File: src/rtl/puf_pkg.sv
// Shared types and constants for the ring-oscillator PUF response generator.
package puf_pkg;

  localparam int CHALLENGE_W = 6;

  typedef enum logic [1:0] {
    IDLE   = 2'd0,
    SETTLE = 2'd1,
    COUNT  = 2'd2,
    DONE   = 2'd3
  } puf_state_e;

  function automatic int max_int(input int a, input int b);
    return (a > b) ? a : b;
  endfunction

endpackage

File: src/rtl/puf_ro_compare_if.sv
// Bundle between the PUF top level and the response generator: request,
// oscillator drive/return and the registered response.
interface puf_ro_compare_if #(
  parameter int CNT_W = 16
);
  import puf_pkg::*;

  logic                   start;
  logic [CHALLENGE_W-1:0] challenge;
  logic [CHALLENGE_W-1:0] ro_challenge;
  logic                   ro_en;
  logic                   ro_a;
  logic                   ro_b;
  logic                   busy;
  logic                   resp_valid;
  logic                   resp_bit;
  logic                   tie;
  logic [CNT_W-1:0]       count_a;
  logic [CNT_W-1:0]       count_b;

  modport master (
    output start, challenge, ro_a, ro_b,
    input  ro_challenge, ro_en, busy, resp_valid, resp_bit, tie, count_a, count_b
  );

  modport slave (
    input  start, challenge, ro_a, ro_b,
    output ro_challenge, ro_en, busy, resp_valid, resp_bit, tie, count_a, count_b
  );

endinterface

File: src/rtl/puf_edge_counter.sv
// Synchronises one free-running oscillator into clk, detects rising edges and
// accumulates them in a saturating counter while cnt_en is high.
module puf_edge_counter #(
  parameter int CNT_W = 16
) (
  input  logic             clk,
  input  logic             rst_n,
  input  logic             clr,
  input  logic             cnt_en,
  input  logic             ro_in,
  output logic [CNT_W-1:0] count
);

  localparam logic [CNT_W-1:0] CNT_MAX = '1;
  localparam logic [CNT_W-1:0] CNT_ONE = CNT_W'(1);

  (* async_reg = "true" *) logic sync1_q;
  (* async_reg = "true" *) logic sync2_q;
  logic             prev_q;
  logic [CNT_W-1:0] cnt_q;
  logic             edge_det;

  assign edge_det = sync2_q & ~prev_q;
  assign count    = cnt_q;

  // Synchroniser, edge history and gated saturating edge counter.
  always_ff @(posedge clk) begin
    if (!rst_n) begin
      sync1_q <= 1'b0;
      sync2_q <= 1'b0;
      prev_q  <= 1'b0;
      cnt_q   <= '0;
    end else begin
      sync1_q <= ro_in;
      sync2_q <= sync1_q;
      prev_q  <= sync2_q;
      if (clr) begin
        cnt_q <= '0;
      end else if (cnt_en && edge_det && (cnt_q != CNT_MAX)) begin
        cnt_q <= cnt_q + CNT_ONE;
      end else begin
        cnt_q <= cnt_q;
      end
    end
  end

endmodule

File: src/rtl/puf_ro_compare.sv
// Runs one settle + gate-window evaluation per accepted start, counts edges of
// both oscillators and reports which one ran faster.
module puf_ro_compare
  import puf_pkg::*;
#(
  parameter int CNT_W         = 16,
  parameter int SETTLE_CYCLES = 16,
  parameter int WINDOW_CYCLES = 1024
) (
  input logic             clk,
  input logic             rst_n,
  puf_ro_compare_if.slave bus
);

  localparam int              PH_W        = $clog2(max_int(SETTLE_CYCLES, WINDOW_CYCLES) + 1);
  localparam logic [PH_W-1:0] SETTLE_LAST = PH_W'(SETTLE_CYCLES - 1);
  localparam logic [PH_W-1:0] WINDOW_LAST = PH_W'(WINDOW_CYCLES - 1);
  localparam logic [PH_W-1:0] PH_ONE      = PH_W'(1);

  puf_state_e             state_q;
  logic [PH_W-1:0]        phase_q;
  logic [CHALLENGE_W-1:0] chal_q;
  logic                   ro_en_q;
  logic                   busy_q;
  logic                   resp_valid_q;
  logic                   resp_bit_q;
  logic                   tie_q;

  logic                   start_acc;
  logic                   cnt_en;
  logic [CNT_W-1:0]       cnt_a;
  logic [CNT_W-1:0]       cnt_b;
  logic                   a_gt_b;
  logic                   a_eq_b;

  assign start_acc = (state_q == IDLE) && bus.start;
  assign cnt_en    = (state_q == COUNT);
  assign a_gt_b    = (cnt_a > cnt_b);
  assign a_eq_b    = (cnt_a == cnt_b);

  puf_edge_counter #(.CNT_W(CNT_W)) u_cnt_a (
    .clk    (clk),
    .rst_n  (rst_n),
    .clr    (start_acc),
    .cnt_en (cnt_en),
    .ro_in  (bus.ro_a),
    .count  (cnt_a)
  );

  puf_edge_counter #(.CNT_W(CNT_W)) u_cnt_b (
    .clk    (clk),
    .rst_n  (rst_n),
    .clr    (start_acc),
    .cnt_en (cnt_en),
    .ro_in  (bus.ro_b),
    .count  (cnt_b)
  );

  // Evaluation sequencer with its registered handshake outputs.
  always_ff @(posedge clk) begin
    if (!rst_n) begin
      state_q      <= IDLE;
      phase_q      <= '0;
      chal_q       <= '0;
      ro_en_q      <= 1'b0;
      busy_q       <= 1'b0;
      resp_valid_q <= 1'b0;
      resp_bit_q   <= 1'b0;
      tie_q        <= 1'b0;
    end else begin
      resp_valid_q <= 1'b0;
      case (state_q)
        IDLE: begin
          if (bus.start) begin
            chal_q  <= bus.challenge;
            phase_q <= '0;
            ro_en_q <= 1'b1;
            busy_q  <= 1'b1;
            state_q <= SETTLE;
          end else begin
            state_q <= IDLE;
          end
        end
        SETTLE: begin
          if (phase_q == SETTLE_LAST) begin
            phase_q <= '0;
            state_q <= COUNT;
          end else begin
            phase_q <= phase_q + PH_ONE;
          end
        end
        COUNT: begin
          // The final window cycle's increment lands on the same edge as DONE.
          if (phase_q == WINDOW_LAST) begin
            ro_en_q      <= 1'b0;
            resp_valid_q <= 1'b1;
            state_q      <= DONE;
          end else begin
            phase_q <= phase_q + PH_ONE;
          end
        end
        DONE: begin
          resp_bit_q <= a_gt_b;
          tie_q      <= a_eq_b;
          busy_q     <= 1'b0;
          state_q    <= IDLE;
        end
        default: begin
          ro_en_q <= 1'b0;
          busy_q  <= 1'b0;
          state_q <= IDLE;
        end
      endcase
    end
  end

  // Counts are final only once DONE is entered, so the live comparison is
  // presented during the resp_valid cycle and the captured copy afterwards.
  assign bus.resp_bit     = (state_q == DONE) ? a_gt_b : resp_bit_q;
  assign bus.tie          = (state_q == DONE) ? a_eq_b : tie_q;
  assign bus.resp_valid   = resp_valid_q;
  assign bus.busy         = busy_q;
  assign bus.ro_en        = ro_en_q;
  assign bus.ro_challenge = chal_q;
  assign bus.count_a      = cnt_a;
  assign bus.count_b      = cnt_b;

endmodule

File: src/flat_wrapper.sv
// flat-port wrapper written by rule: the top's interface ports become plain ports
module puf_ro_compare_flat import puf_pkg::*;
#(
  parameter int CNT_W         = 16,
  parameter int SETTLE_CYCLES = 16,
  parameter int WINDOW_CYCLES = 1024
)
  (clk, rst_n, bus_start, bus_challenge, bus_ro_a, bus_ro_b, bus_ro_challenge, bus_ro_en, bus_busy, bus_resp_valid, bus_resp_bit, bus_tie, bus_count_a, bus_count_b);
  puf_ro_compare_if #(.CNT_W(CNT_W)) bus_i ();
  input logic clk;
  input logic rst_n;
  input wire logic [$bits(bus_i.start)-1:0] bus_start;
  input wire logic [$bits(bus_i.challenge)-1:0] bus_challenge;
  input wire logic [$bits(bus_i.ro_a)-1:0] bus_ro_a;
  input wire logic [$bits(bus_i.ro_b)-1:0] bus_ro_b;
  output wire logic [$bits(bus_i.ro_challenge)-1:0] bus_ro_challenge;
  output wire logic [$bits(bus_i.ro_en)-1:0] bus_ro_en;
  output wire logic [$bits(bus_i.busy)-1:0] bus_busy;
  output wire logic [$bits(bus_i.resp_valid)-1:0] bus_resp_valid;
  output wire logic [$bits(bus_i.resp_bit)-1:0] bus_resp_bit;
  output wire logic [$bits(bus_i.tie)-1:0] bus_tie;
  output wire logic [$bits(bus_i.count_a)-1:0] bus_count_a;
  output wire logic [$bits(bus_i.count_b)-1:0] bus_count_b;
  assign bus_i.start = bus_start;
  assign bus_i.challenge = bus_challenge;
  assign bus_i.ro_a = bus_ro_a;
  assign bus_i.ro_b = bus_ro_b;
  assign bus_ro_challenge = bus_i.ro_challenge;
  assign bus_ro_en = bus_i.ro_en;
  assign bus_busy = bus_i.busy;
  assign bus_resp_valid = bus_i.resp_valid;
  assign bus_resp_bit = bus_i.resp_bit;
  assign bus_tie = bus_i.tie;
  assign bus_count_a = bus_i.count_a;
  assign bus_count_b = bus_i.count_b;
  puf_ro_compare #(.CNT_W(CNT_W), .SETTLE_CYCLES(SETTLE_CYCLES), .WINDOW_CYCLES(WINDOW_CYCLES)) u_core (.clk(clk), .rst_n(rst_n), .bus(bus_i));
endmodule
File: config.mk
export PLATFORM = sky130hd
export DESIGN_NAME = puf_ro_compare_flat
export DESIGN_NICKNAME = d
export VERILOG_FILES = /design/src/rtl/puf_pkg.sv /design/src/rtl/puf_ro_compare_if.sv /design/src/rtl/puf_edge_counter.sv /design/src/rtl/puf_ro_compare.sv /design/src/flat_wrapper.sv
export SDC_FILE = /design/constraint.sdc
export NUM_CORES = 1
export LEC_CHECK = 0
export BUFFER_PORTS_ARGS = -buffer_cell sky130_fd_sc_hd__buf_2
export CAP_MARGIN = 20
export CORE_UTILIZATION = 40
export CTS_CLUSTER_SIZE = 12
export DETAILED_ROUTE_END_ITERATION = 8
export PLACE_DENSITY = 0.6
export SYNTH_ARGS = -nofsm -noshare
export SYNTH_HDL_FRONTEND = slang
export SYNTH_HIERARCHICAL = 1
export SYNTH_SLANG_ARGS = --single-unit
File: constraint.sdc
create_clock -name clk -period 2.6 [get_ports clk]
set_input_delay 0.13 -clock clk [delete_from_list [all_inputs] [get_ports clk]]
set_output_delay 0.13 -clock clk [all_outputs]
set_load 0.01 [all_outputs]
# Yosys cells after proc, flatten, opt, wreduce, memory -nomap -nowiden
# Cells that the tools add are included.
dict set report op_classes {
  bitwise_logic 5
  div_mod_pow 0
  n_reduce_logical 16
  addsub 3
  eq_ne 12
  n_lt_le_gt_ge 1
  n_mul 0
  n_mux 15
  shift 0
}
# operator n
set ops {}
lappend ops {{11-bit 2-to-1 mux} 3}
lappend ops {{11-bit case mux with 3 select lines} 1}
lappend ops {{16-bit by 1-bit adder with 16-bit output (second input constant)} 2}
lappend ops {{16-bit inequality test (second input constant)} 2}
lappend ops {{16-bit == test} 1}
lappend ops {{16-bit greater-than comparator} 1}
lappend ops {{11-bit by 1-bit adder with 11-bit output (second input constant)} 1}
lappend ops {{11-bit by 10-bit == test with 1-bit output (second input constant)} 1}
lappend ops {{11-bit by 4-bit == test with 1-bit output (second input constant)} 1}
lappend ops {{2-bit case mux with 4 select lines} 1}
lappend ops {{2-bit AND reduction} 4}
lappend ops {{1-bit 2-to-1 mux} 6}
lappend ops {{3-bit AND reduction} 2}
lappend ops {{1-bit logical AND} 5}
lappend ops {{2-bit == test (second input constant)} 2}
lappend ops {{2-bit 2-to-1 mux} 2}
lappend ops {{2-bit by 1-bit inequality test with 1-bit output (second input constant)} 2}
lappend ops {{2-bit inequality test (second input constant)} 2}
lappend ops {{1-bit case mux with 2 select lines} 2}
lappend ops {{2-bit nonzero test} 2}
lappend ops {{1-bit inverter} 3}
lappend ops {{3-bit nonzero test} 1}
lappend ops {{1-bit bitwise AND} 2}
lappend ops {{2-bit by 1-bit == test with 1-bit output (second input constant)} 1}
lappend ops {{2 further kinds} 2}
dict set report word_totals {
  elab_cells 68
  output_inout_bits 43
  romBits 0
  mem_count 0
  inputBits 11
  ff_bits 62
  latchBits 0
  mem_bits_rw 0
}

# Depth between registers and ports, before layout
dict set report depth {
  depth_word 4
  depth_mapped 8
  depth_no_buf 8
}

# Modules after synthesis
# Netlist, hierarchy kept.
# mod n_inst area_each_um2 cells_per_inst seq_area_each_um2
set by_module_without_submodules {}
lappend by_module_without_submodules {puf_edge_counter 2 964.7 113 380.4}
lappend by_module_without_submodules {puf_ro_compare 1 1604.0 203 480.5}

# Worst setup path after synthesis
# No wires, ideal clock.
dict set report synth_timing {
  kind {reg2reg}
  start {register u_core.state_q[0]}
  end {register u_core.u_cnt_a.cnt_q[9], in the netlist u_core/u_cnt_a/count[9]}
  arrival_ns 2.112
  n_path_buf 1
  setup_ns 0.070
  required_time_ns 2.530
  setup_slack_ns 0.417
  path_stages_with_launch 8
  period_less_slack_ns 2.183
  cell_sequence {dfxtp_1 -> inv_1 -> ha_1 -> nand3b_4 -> buf_6 -> or4_4 -> or4_1 -> a21oi_1}
}
dict set report synth_via {
  elab_chain_len 3
  elab_cells_between_ends 6
  classes_between {eq/ne (1); reduce/logical (5)}
}
# element line
set synth_rtl {}
lappend synth_rtl {{start: declaration} puf_ro_compare.sv:20} ;# puf_state_e state_q;
lappend synth_rtl {{start signal: assignment} puf_ro_compare.sv:62} ;# state_q <= IDLE;
lappend synth_rtl {{start signal: assignment} puf_ro_compare.sv:79} ;# state_q <= SETTLE;
lappend synth_rtl {{start signal: assignment} puf_ro_compare.sv:81} ;# state_q <= IDLE;
lappend synth_rtl {{2-bit == test} puf_ro_compare.sv:37} ;# assign cnt_en = (state_q == COUNT);
lappend synth_rtl {{named net u_core.cnt_en} puf_ro_compare.sv:30} ;# logic cnt_en;
lappend synth_rtl {{1-bit logical AND (2 in a row)} puf_edge_counter.sv:39} ;# end else if (cnt_en && edge_det && (cnt_q != CNT_MAX)) begin
lappend synth_rtl {{end signal: assignment} puf_edge_counter.sv:40} ;# cnt_q <= cnt_q + CNT_ONE;
lappend synth_rtl {{end signal: assignment} puf_edge_counter.sv:42} ;# cnt_q <= cnt_q;
lappend synth_rtl {{end: declaration} puf_edge_counter.sv:20} ;# logic [CNT_W-1:0] cnt_q;
# The timed path passes the listed nets, and every way through them passes these cells.
# A chain may end at the register's enable or synchronous reset.

# Final worst setup path
dict set report layout_timing {
  start {register u_core.u_cnt_b.cnt_q[6], in the netlist u_core/u_cnt_b/count[6]}
  end {output bus_tie}
}
dict set report layout_via {
  elab_chain_len 2
}
# element line
set layout_rtl {}
lappend layout_rtl {{start: declaration} puf_edge_counter.sv:20}
lappend layout_rtl {{start signal: assignment} puf_edge_counter.sv:40}
lappend layout_rtl {{start signal: assignment} puf_edge_counter.sv:42}
lappend layout_rtl {{16-bit == test} puf_ro_compare.sv:39} ;# assign a_eq_b = (cnt_a == cnt_b);
lappend layout_rtl {{1-bit 2-to-1 mux} -}
lappend layout_rtl {{end: declaration} flat_wrapper.sv:21} ;# output wire logic [$bits(bus_i.tie)-1:0] bus_tie;
# Every way passes these cells.

==> out/results.tsv <==
metric	value	unit
met2 wire len	4.066	mm
Vias/cell	5.672	
Min-Delay Endpoint	u_core/bus.ro_challenge[4]	
Die Width	95.99	um
Post-Synth Adder-Cell Area	0.08144	
initial antenna violation count	0	
layout cell share with drive strength beyond 1	0.1939	
Synth area leaders	dfxtp_1 35%, ha_1 8.1%, a21oi_1 5.5%, nand2_1 4.4%, nand3_1 3.7%	
Sw Pwr	785.0	uW
dpl hpwl	6.096	mm
number of max-cap violations	0	
most frequent cell after synthesis	dfxtp_1	
Comb power frac	0.237	
Rows	33	
Die Y	95.99	um
sequential-to-total area share from yosys stat	0.3513	
Slew HR	0.5511	
Critical Path AT	2.25	ns
routed wl met3	455	um
final hold violations	0	
initial core utilization	0.4216	
skew final	0.006877	ns
Yosys top cell by area	dfxtp_1	
crit start category	register	
R2R depth	6	
Cell Area, Synth	3533	um2
dpl ws	0.4274	ns
post-synth net total	463	
DR pass1 iterations	4	
Port Buffer Count	53	
main combinational cell family by area after synthesis	simple AND/OR/NAND/NOR gates	
1st-iter DRT viols	158	
CTS tree	built	
Hold Path Depth	3	
final net count	524	
Tmin final	2.377	ns
Syn Area/Cell	8.236	um2
fin cells	600	
share of the synthesized area in the top cell type	0.3513	
Worst-Margin Slew	0.6682	ns
post-synthesis xor/xnor area fraction	0	
peak supply drop	361.9	uV
Avg WL per Cell	14.40	um
Syn Inst Count	429	
Seq pwr share	0.427	
Int Pwr	1.648	mW
clk buf depth	2	
Worst Path Class, Setup	reg2out	
period utilisation layout	0.9144	
Placed Area	3925	um2
vias in the first global route	3008	
CP max stage cell	dfxtp_1	
static leakage	1.606	nW
H-tree levels	3	
WL final	8.638	mm
total negative slack	0	ns
vias post-DR	3403	
die area	9213	um2
hold_sp	bus_challenge[4]	
core area	8382	um2
Worst R2R End	u_core/u_cnt_b/count[9]	
crit-path max FO	8	
n_diodes	0	
Worst setup EP type	output pin	
Synth-to-Final Area Change	16.82	%
Met1 Routed Length	4.017	mm
# DRC	0	
Sink Count	62	
Clock Pin Slew Worst Setup and Hold Paths	0.07	ns
GRT Resource Usage Total	0.1992	
Routed Antenna Nets	0	
Post-synth top flop	dfxtp_1	
Sw Share	0.3227	
R2R setup slack	0.41	ns
Synth top cells by count	62 x dfxtp_1, 41 x nand2_1, 39 x a21oi_1	
Ports	54	
mux cell area share after synthesis	0.01416	
status	complete, no violations	
library cells used by synthesis	52	
synthesis-stage register bit count	62	
Critical Path RT	2.47	ns
clock power share	0.336	
pwr dens	589.3	nW/um2
RSZ-0062 raised after global routing	no	
global-route wire length before repair	14.30	mm
Critical Path, Cell by Cell	inv_1 -> ha_1 -> and4_1 -> nand4_1 -> or3_1 -> o21ai_0 -> buf_2	
pin count of the biggest net entering global routing	23	
Yosys warning count	6	
clock latency at the later pin of the worst-skew pair	0.34	ns
post-synthesis compound-gate area fraction	0.1785	
slowest cell delay on critical path	0.47	ns
Worst Hold Class	in2reg	
GRT overflow	0	
final instance area	4128	um2
number of setup violations in the final report	0	
Hold Slack	0.02330	ns
CTS buffer count	9	
asr flop ratio synth	0	
Synth Area in Simple Gates	0.3212	
DR top layer	met4	
total power	2.433	mW
CTS root buf	clkbuf_8	
final worst-path setup slack	0.2225	ns
EDFF count, synth	0	
RePlAce Congestion	0.7954	
Slew Viols, Final	0	
# placed instances	582	
worst r2r src	u_core/state_q[0]	
FMAX	420.6	MHz
post-route core utilization	0.4925	
==> power groups by stage <==
stage          registers [mW]  logic, mW  clock network [mW]
6_report                 1.04      0.577               0.816
5_1_grt                  1.04      0.647               0.887
4_1_cts                  1.04      0.580               0.849
3_5_place_dp             1.06      0.575                   0
3_3_place_gp             1.06      0.572                   0
2_1_floorplan            1.07      0.402                   0
==> logic make-up after synthesis <==
group	count (synthesis)
mux	5
flops	62
simple gates	197
compound gates	98
buf+inv	44
fa+ha+maj	23
==> what timing repair did <==
action	in CTS	in global routing
resized for setup	0	0
hold buffers	2	0
endpoints found under the hold margin	2	0
setup buffers	0	0
==> area by class of cell <==
class                           count  area, um2
Tap cell                          105      131.4
Fill cell                         874       4254
Multi-Input combinational cell    323       2103
Timing Repair Buffer               65      360.3
Clock buffer                       12      135.1
Inverter                           29      108.9
Clock inverter                      4      47.55
Sequential cell                    62       1241
==> critical path, delay by kind of cell, from the launching register on <==
kind / cells / cell delay, ns
compound gates: 1 / 0.15
fa+ha+maj: 1 / 0.29
buf+inv: 2 / 0.28
flops: 1 / 0.47
simple gates: 3 / 0.72
==> per-layer routing <==
metal  vias up  GRT usage
li1       1715          -
met1      1595     0.2637
met2        84     0.3174
met3         9    0.05055
met4         0    0.05970
met5         -          0
==> flip-flops by register name (all words and copies together), names as in the netlist <==
name,count
u_core/bus.ro_challenge,6
u_core/u_cnt_b/prev_q,1
u_core/tie_q,1
u_core/resp_bit_q,1
u_core/u_cnt_a/sync2_q,1
u_core/u_cnt_b/sync1_q,1
u_core/bus.busy,1
u_core/u_cnt_a/sync1_q,1
u_core/u_cnt_a/prev_q,1
u_core/u_cnt_a/count,16
u_core/u_cnt_b/sync2_q,1
u_core/bus.ro_en,1
u_core/state_q,2
u_core/phase_q,11
u_core/u_cnt_b/count,16
u_core/bus.resp_valid,1
==> worst max path at each step <==
| stage | startpoint | slack, ns | cells past startpoint | to |
|---|---|---|---|---|
| final | u_core/u_cnt_b/count[6] | 0.22 | 7 | bus_tie |
| after global routing | u_core/u_cnt_b/count[9] | 0.05 | 7 | bus_tie |
| after CTS | u_core/u_cnt_b/count[6] | 0.17 | 7 | bus_tie |
| after detailed placement | u_core/state_q[0] | 0.43 | 6 | u_core/u_cnt_b/count[9] |
| after global placement | u_core/state_q[0] | 0.49 | 6 | u_core/u_cnt_b/count[9] |
| after floorplan | u_core/state_q[0] | 0.42 | 7 | u_core/u_cnt_a/count[9] |
==> layout by cell type, fill, tap and decap left out, types with 3 or more instances in the layout <==
cell	synthesis	final
dfxtp_1	62	62
buf_2	1	53
nand2_1	41	41
a21oi_1	39	39
inv_1	28	28
nand3_1	26	26
ha_1	23	23
nor2_1	17	17
nand4_1	15	15
o21ai_0	15	15
or4_1	12	12
o31ai_1	11	11
nor4_1	11	11
nor3_1	11	11
buf_4	0	10
nand2b_1	10	10
clkbuf_8	0	9
or3_1	9	9
and2_1	7	7
or2_2	6	6
and3_1	5	5
mux2i_1	5	5
and4_1	4	4
nor2b_1	4	4
a31oi_1	4	4
nand3b_1	4	4
or3_2	4	4
clkbuf_1	11	3
o211a_1	3	3
o31a_1	3	3
o41ai_1	3	3
(Power assumes the default switching activity.)
